===== src/rtl/uart_word_assembler.sv =====
// Purpose : packs UART bytes little-endian into 32-bit words and queues them in a FWFT FIFO.
// Latency : the 4th byte strobe at edge N makes the word visible on word_data right after edge N.
// Backpressure: none towards the receiver; a word completed while the FIFO is full is dropped (sticky overflow).
//
// Ports:
//   clk, rstn              clock and synchronous active-low reset
//   in_data/in_valid       received byte and its one-cycle strobe
//   in_ferr                framing-error level from the receiver (sticky in ferr_seen)
//   flush                  synchronous clear of assembly state, FIFO and flags
//   word_data/valid/ready  FIFO head towards the loader, valid/ready handshake
//   byte_cnt               bytes held in the partial word
//   level                  words stored in the FIFO
//   overflow, ferr_seen    sticky error flags
module uart_word_assembler #(
  parameter int DEPTH = 16
) (
  input  logic                     clk,
  input  logic                     rstn,
  input  logic [7:0]               in_data,
  input  logic                     in_valid,
  input  logic                     in_ferr,
  input  logic                     flush,
  output logic [31:0]              word_data,
  output logic                     word_valid,
  input  logic                     word_ready,
  output logic [1:0]               byte_cnt,
  output logic [$clog2(DEPTH):0]   level,
  output logic                     overflow,
  output logic                     ferr_seen
);

  localparam int AW = $clog2(DEPTH);
  localparam int PW = AW + 1;

  logic [1:0]    byte_cnt_q, byte_cnt_d;
  logic [23:0]   sr_q, sr_d;
  logic [PW-1:0] wr_ptr_q, wr_ptr_d;
  logic [PW-1:0] rd_ptr_q, rd_ptr_d;
  logic          overflow_q, overflow_d;
  logic          ferr_seen_q, ferr_seen_d;
  logic [31:0]   mem_q [DEPTH];

  logic          empty;
  logic          full;
  logic          pop;
  logic          word_done;
  logic          push;
  logic [31:0]   word_in;

  assign empty = (wr_ptr_q == rd_ptr_q);
  assign full  = (wr_ptr_q[PW-1] != rd_ptr_q[PW-1]) &&
                 (wr_ptr_q[AW-1:0] == rd_ptr_q[AW-1:0]);

  // The 4th byte never lands in the shift register; it goes straight into the word.
  assign word_in   = {in_data, sr_q};
  assign word_done = in_valid && (byte_cnt_q == 2'd3) && !flush;
  assign pop       = !empty && word_ready && !flush;
  // A simultaneous pop frees the slot, so a full FIFO can still accept the word.
  assign push      = word_done && (!full || pop);

  always_comb begin
    byte_cnt_d  = byte_cnt_q;
    sr_d        = sr_q;
    wr_ptr_d    = wr_ptr_q;
    rd_ptr_d    = rd_ptr_q;
    overflow_d  = overflow_q;
    ferr_seen_d = ferr_seen_q || in_ferr;

    if (in_valid) begin
      byte_cnt_d = byte_cnt_q + 2'd1;
      case (byte_cnt_q)
        2'd0:    sr_d[7:0]   = in_data;
        2'd1:    sr_d[15:8]  = in_data;
        2'd2:    sr_d[23:16] = in_data;
        default: sr_d        = sr_q;
      endcase
    end

    if (push) wr_ptr_d = wr_ptr_q + PW'(1);
    if (pop)  rd_ptr_d = rd_ptr_q + PW'(1);
    if (word_done && !push) overflow_d = 1'b1;

    // flush clears everything and overrides any byte, pop or error this cycle
    if (flush) begin
      byte_cnt_d  = 2'd0;
      sr_d        = '0;
      wr_ptr_d    = '0;
      rd_ptr_d    = '0;
      overflow_d  = 1'b0;
      ferr_seen_d = 1'b0;
    end
  end

  always_ff @(posedge clk) begin
    if (!rstn) begin
      byte_cnt_q  <= 2'd0;
      sr_q        <= '0;
      wr_ptr_q    <= '0;
      rd_ptr_q    <= '0;
      overflow_q  <= 1'b0;
      ferr_seen_q <= 1'b0;
    end else begin
      byte_cnt_q  <= byte_cnt_d;
      sr_q        <= sr_d;
      wr_ptr_q    <= wr_ptr_d;
      rd_ptr_q    <= rd_ptr_d;
      overflow_q  <= overflow_d;
      ferr_seen_q <= ferr_seen_d;
    end
  end

  // Storage is deliberately left uninitialised; the pointers alone define contents.
  always_ff @(posedge clk) begin
    if (rstn && push) mem_q[wr_ptr_q[AW-1:0]] <= word_in;
  end

  // Gating the head with empty keeps word_data at zero after reset/flush.
  assign word_data  = empty ? 32'h0 : mem_q[rd_ptr_q[AW-1:0]];
  assign word_valid = !empty;
  assign byte_cnt   = byte_cnt_q;
  assign level      = wr_ptr_q - rd_ptr_q;
  assign overflow   = overflow_q;
  assign ferr_seen  = ferr_seen_q;

endmodule


===== config.mk =====
export PLATFORM = sky130hd
export DESIGN_NAME = uart_word_assembler
export DESIGN_NICKNAME = d
export VERILOG_FILES = /design/src/rtl/uart_word_assembler.sv
export SDC_FILE = /design/constraint.sdc
export NUM_CORES = 1
export LEC_CHECK = 0
export ABC_CLOCK_PERIOD_IN_PS = 3000
export CORE_MARGIN = 2
export CORE_UTILIZATION = 49
export CTS_CLUSTER_SIZE = 10
export DETAILED_ROUTE_END_ITERATION = 12
export GPL_TIMING_DRIVEN = 1
export MAX_ROUTING_LAYER = met4
export PLACE_DENSITY = 0.68
export SLEW_MARGIN = 5
export SYNTH_ARGS = -nofsm -noshare
export SYNTH_HDL_FRONTEND = slang
export SYNTH_SLANG_ARGS = --single-unit

===== constraint.sdc =====
create_clock -name clk -period 3 [get_ports clk]
set_input_delay 0.75 -clock clk [delete_from_list [all_inputs] [get_ports clk]]
set_output_delay 0.75 -clock clk [all_outputs]
set_load 0.05 [all_outputs]

==> results.cfg <==
[critical_path]
worst_ep_required_time_ns = 2.25
timing.critical_path.arrival_ns = 2.82
max_fanout_on_critical_path = 5
worstSetupPathType = reg -> out
worst_reg2reg_path_length_in_cells = 8
critical_path.endpoint_type = output pin
setup.worst_path.start_class = flip-flop

[cts]
clock_tree.buffer_depth = 3
cts_tree = built
cts.hold.buffers_added = 0
cts_root_buf = clkbuf_16
numCtsBuffers = 61
clkSinkCount = 554
htree_levels = 2
worstSkewPairLatency_ns = 0.62
clkSlewWorstSetupHoldPaths_ns = 0.06

[routing]
initialDrtViolationCount = 955
dr_wl_met3_um = 2830
vias = 10628
route.detailed.wl_per_inst_um = 25.4
met2WireLength_um = 22100
m1WireLength_um = 20700
total_routed_wirelength_um = 46500
highest_layer = met4
drc = 0
drt_pass1_iterations = 5
postRouteAntennaNets = 0
vias_per_cell = 5.81

[sta]
setup_viol = 32
layout_min_cycle_time_ns = 3.57
post-route-period-util_pct = 119
rsz0062_at_grt = yes
timing_worst_slew_pin_value_ns = 0.871
max_slew_margin_pct = 41.8
worst_slack_ns = -0.573
total_negative_slack_for_setup_checks_ns = -15.75
final.setup_skew_ns = 0.0190
finalMaxSlewViolations = 0
timing_hold_violations_final = 0
maximum_clock_frequency_mhz = 280

[grt]
number_of_antenna_violations_at_the_first_check_in_global_routing = 2
global_route.usage.total_pct = 22.0
first_global_vias = 11093
grt_first_pass_wirelength_um = 70100
grt_overflow_total = 0
grt_max_degree = 33

[floorplanning]
die-height_um = 213
row_count = 76
floorplan.die_area_um2 = 45400
boundaryPins = 56
initial_core_util_pct = 49.7
die_span_in_x_um = 213
placeableCoreArea_um2 = 43200

[finish]
final-seq-area_um2 = 16200
postLayoutCellArea_um2 = 26300
final_layout_size_suffix_gt1_share_pct = 37.2
instances_no_fill = 1830
areaGrowthSynthToFinish_pct = 22.8
mostFrequentLayoutCell = edfxtp_1
fillerInstances = 3049
most_frequent_cells_in_the_layout = edfxtp_1, mux4_2, clkbuf_16, buf_12, buf_4
nNetsFinal = 1219
multiInputGateArea_um2 = 5170

[pwr]
power_per_cell_area_nw_per_um2 = 582
internal_power_mw = 12.4
seq_power_share_pct = 54.7
net-switching-power_mw = 2.92
power.share.switching_pct = 19.0
vdd_drop_max_v = 0.000416
power_frac_clock_pct = 44.5
p_comb_share_pct = 0.7
leakage_nw = 8.31
post-layout-total-power_mw = 15.3

[min_path]
whs_path_depth = 2
min_path_type = reg -> reg

[synth]
post_synth_instance_area_um2 = 21400
synthCells = 1019
synth-seq-cells = 554
post_synth.cell_area_avg_um2 = 21.0
synthesis.nets = 1047
synth_top_area_share_pct = 71.7
synth.yosys.warnings = 0
synth_sequential_area_ratio_pct = 75.6
async_reset_ff_share_pct = 0
synth_enable_flop_cells = 512
synth_cell_types = 41
yosys.area.top_type = edfxtp_1
synth_top_flop_cell = edfxtp_1
synth_area_leaders = edfxtp_1, mux4_2, dfxtp_1

[job]
drv.max_cap_violation_count = 0

[place]
io_buffers = 55
postPlaceCellArea_um2 = 23900
dp_hpwl_um = 26400
placed_cells = 1686
gp_congestion = 0.804

[outcome]
failed_checks = negative setup slack
status = finished, violations left
what timing repair did:
action / 4_1_cts / 5_1_grt
setup endpoints to repair: 33 / 33
pin swaps: 5 / 2
gates resized for setup: 126 / 43
cloned: 7 / 0
setup buffers: 22 / 4
cell type report:
class / instances / share of cell area (%)
repair buffers: 161 / 8.85
clock inverters: 2 / 0.147
flip-flops and latches: 554 / 61.6
diodes: 2 / 0.0190
inverters: 11 / 0.176
multi-input cells: 402 / 19.6
well taps: 585 / 2.78
clock buffers: 113 / 6.74
flip-flops by register name (all words and copies together) (netlist names), named ones only:
register and flops:
rd_ptr_q 5, sr_q 24, byte_cnt 2, wr_ptr_q 5, ferr_seen 1, overflow 1, mem_q 512
kinds of logic after synthesis:
kind of cell | after synthesis | share of synthesized area [%]
xor gates and xnor gates | 10 | 0.444
and+or+nand+nor | 139 | 3.17
adders and majority gates | 14 | 0.852
buffers and inverters | 63 | 1.51
muxes | 162 | 15.7
DFF | 554 | 75.6
AOI/OAI and AO/OA | 77 | 2.64
cells in the mapped netlist (3+ instances only):
cell	n
a221o_1	32
edfxtp_1	512
mux2_2	32
o21ai_0	3
nor2_1	29
a21oi_1	33
buf_2	5
dfxtp_1	42
and2_0	22
nand2_1	35
ha_1	13
clkbuf_1	34
mux4_2	98
buf_1	7
mux4_1	30
or3_1	4
and2_1	10
buf_12	4
nand3_1	28
inv_1	11
xnor2_1	7
metrics by stage:
step / hold slack [ns] / utilization (%) / setup slack [ns]
final: 0.484 / 61.0 / -0.573
after global routing: 0.541 / 61.0 / -0.628
after CTS: 0.485 / 60.9 / -0.589
after detailed placement: 0.465 / 55.3 / 0.0304
after global placement: 0.449 / 55.3 / 0.0543
after floorplan: 0.486 / - / -0.381
power by group through the flow:
stage	sequential [mW]	combinational (mW)	clock, mW
after global routing	8.39	0.123	7.24
after global placement	8.55	0.109	0
final	8.39	0.113	6.83
after floorplan	8.55	0.0341	0
after detailed placement	8.55	0.113	0
after CTS	8.39	0.113	6.91
routing by layer:
layer | up-vias | global-route usage [%]
met5 | - | -
met4 | 0 | 6.01
met3 | 65 | 3.31
met2 | 364 | 33.3
met1 | 5645 | 31.7
li1 | 4554 | -
path summary, 6_finish.rpt:
| kind | start | end | slack [ns] |
|---|---|---|---|
| worst max-delay path | flip-flop | word_data[27] | -0.57 |
| worst min-delay path | ferr_seen | ferr_seen | 0.48 |
| worst max register to register | rd_ptr_q[1] | mem_q[3][0] | 0.63 |
| worst min register to register | ferr_seen | ferr_seen | 0.48 |
critical path, cell delays in order (launching register included):
cell and delay [ns]:
dfxtp_4 0.40, buf_12 0.13, buf_12 0.12, buf_16 0.13
mux4_2 0.50, mux2_4 0.28, and2_4 0.16, a221o_2 0.33
buf_12 0.16
Power figures use the tool's default switching activity.
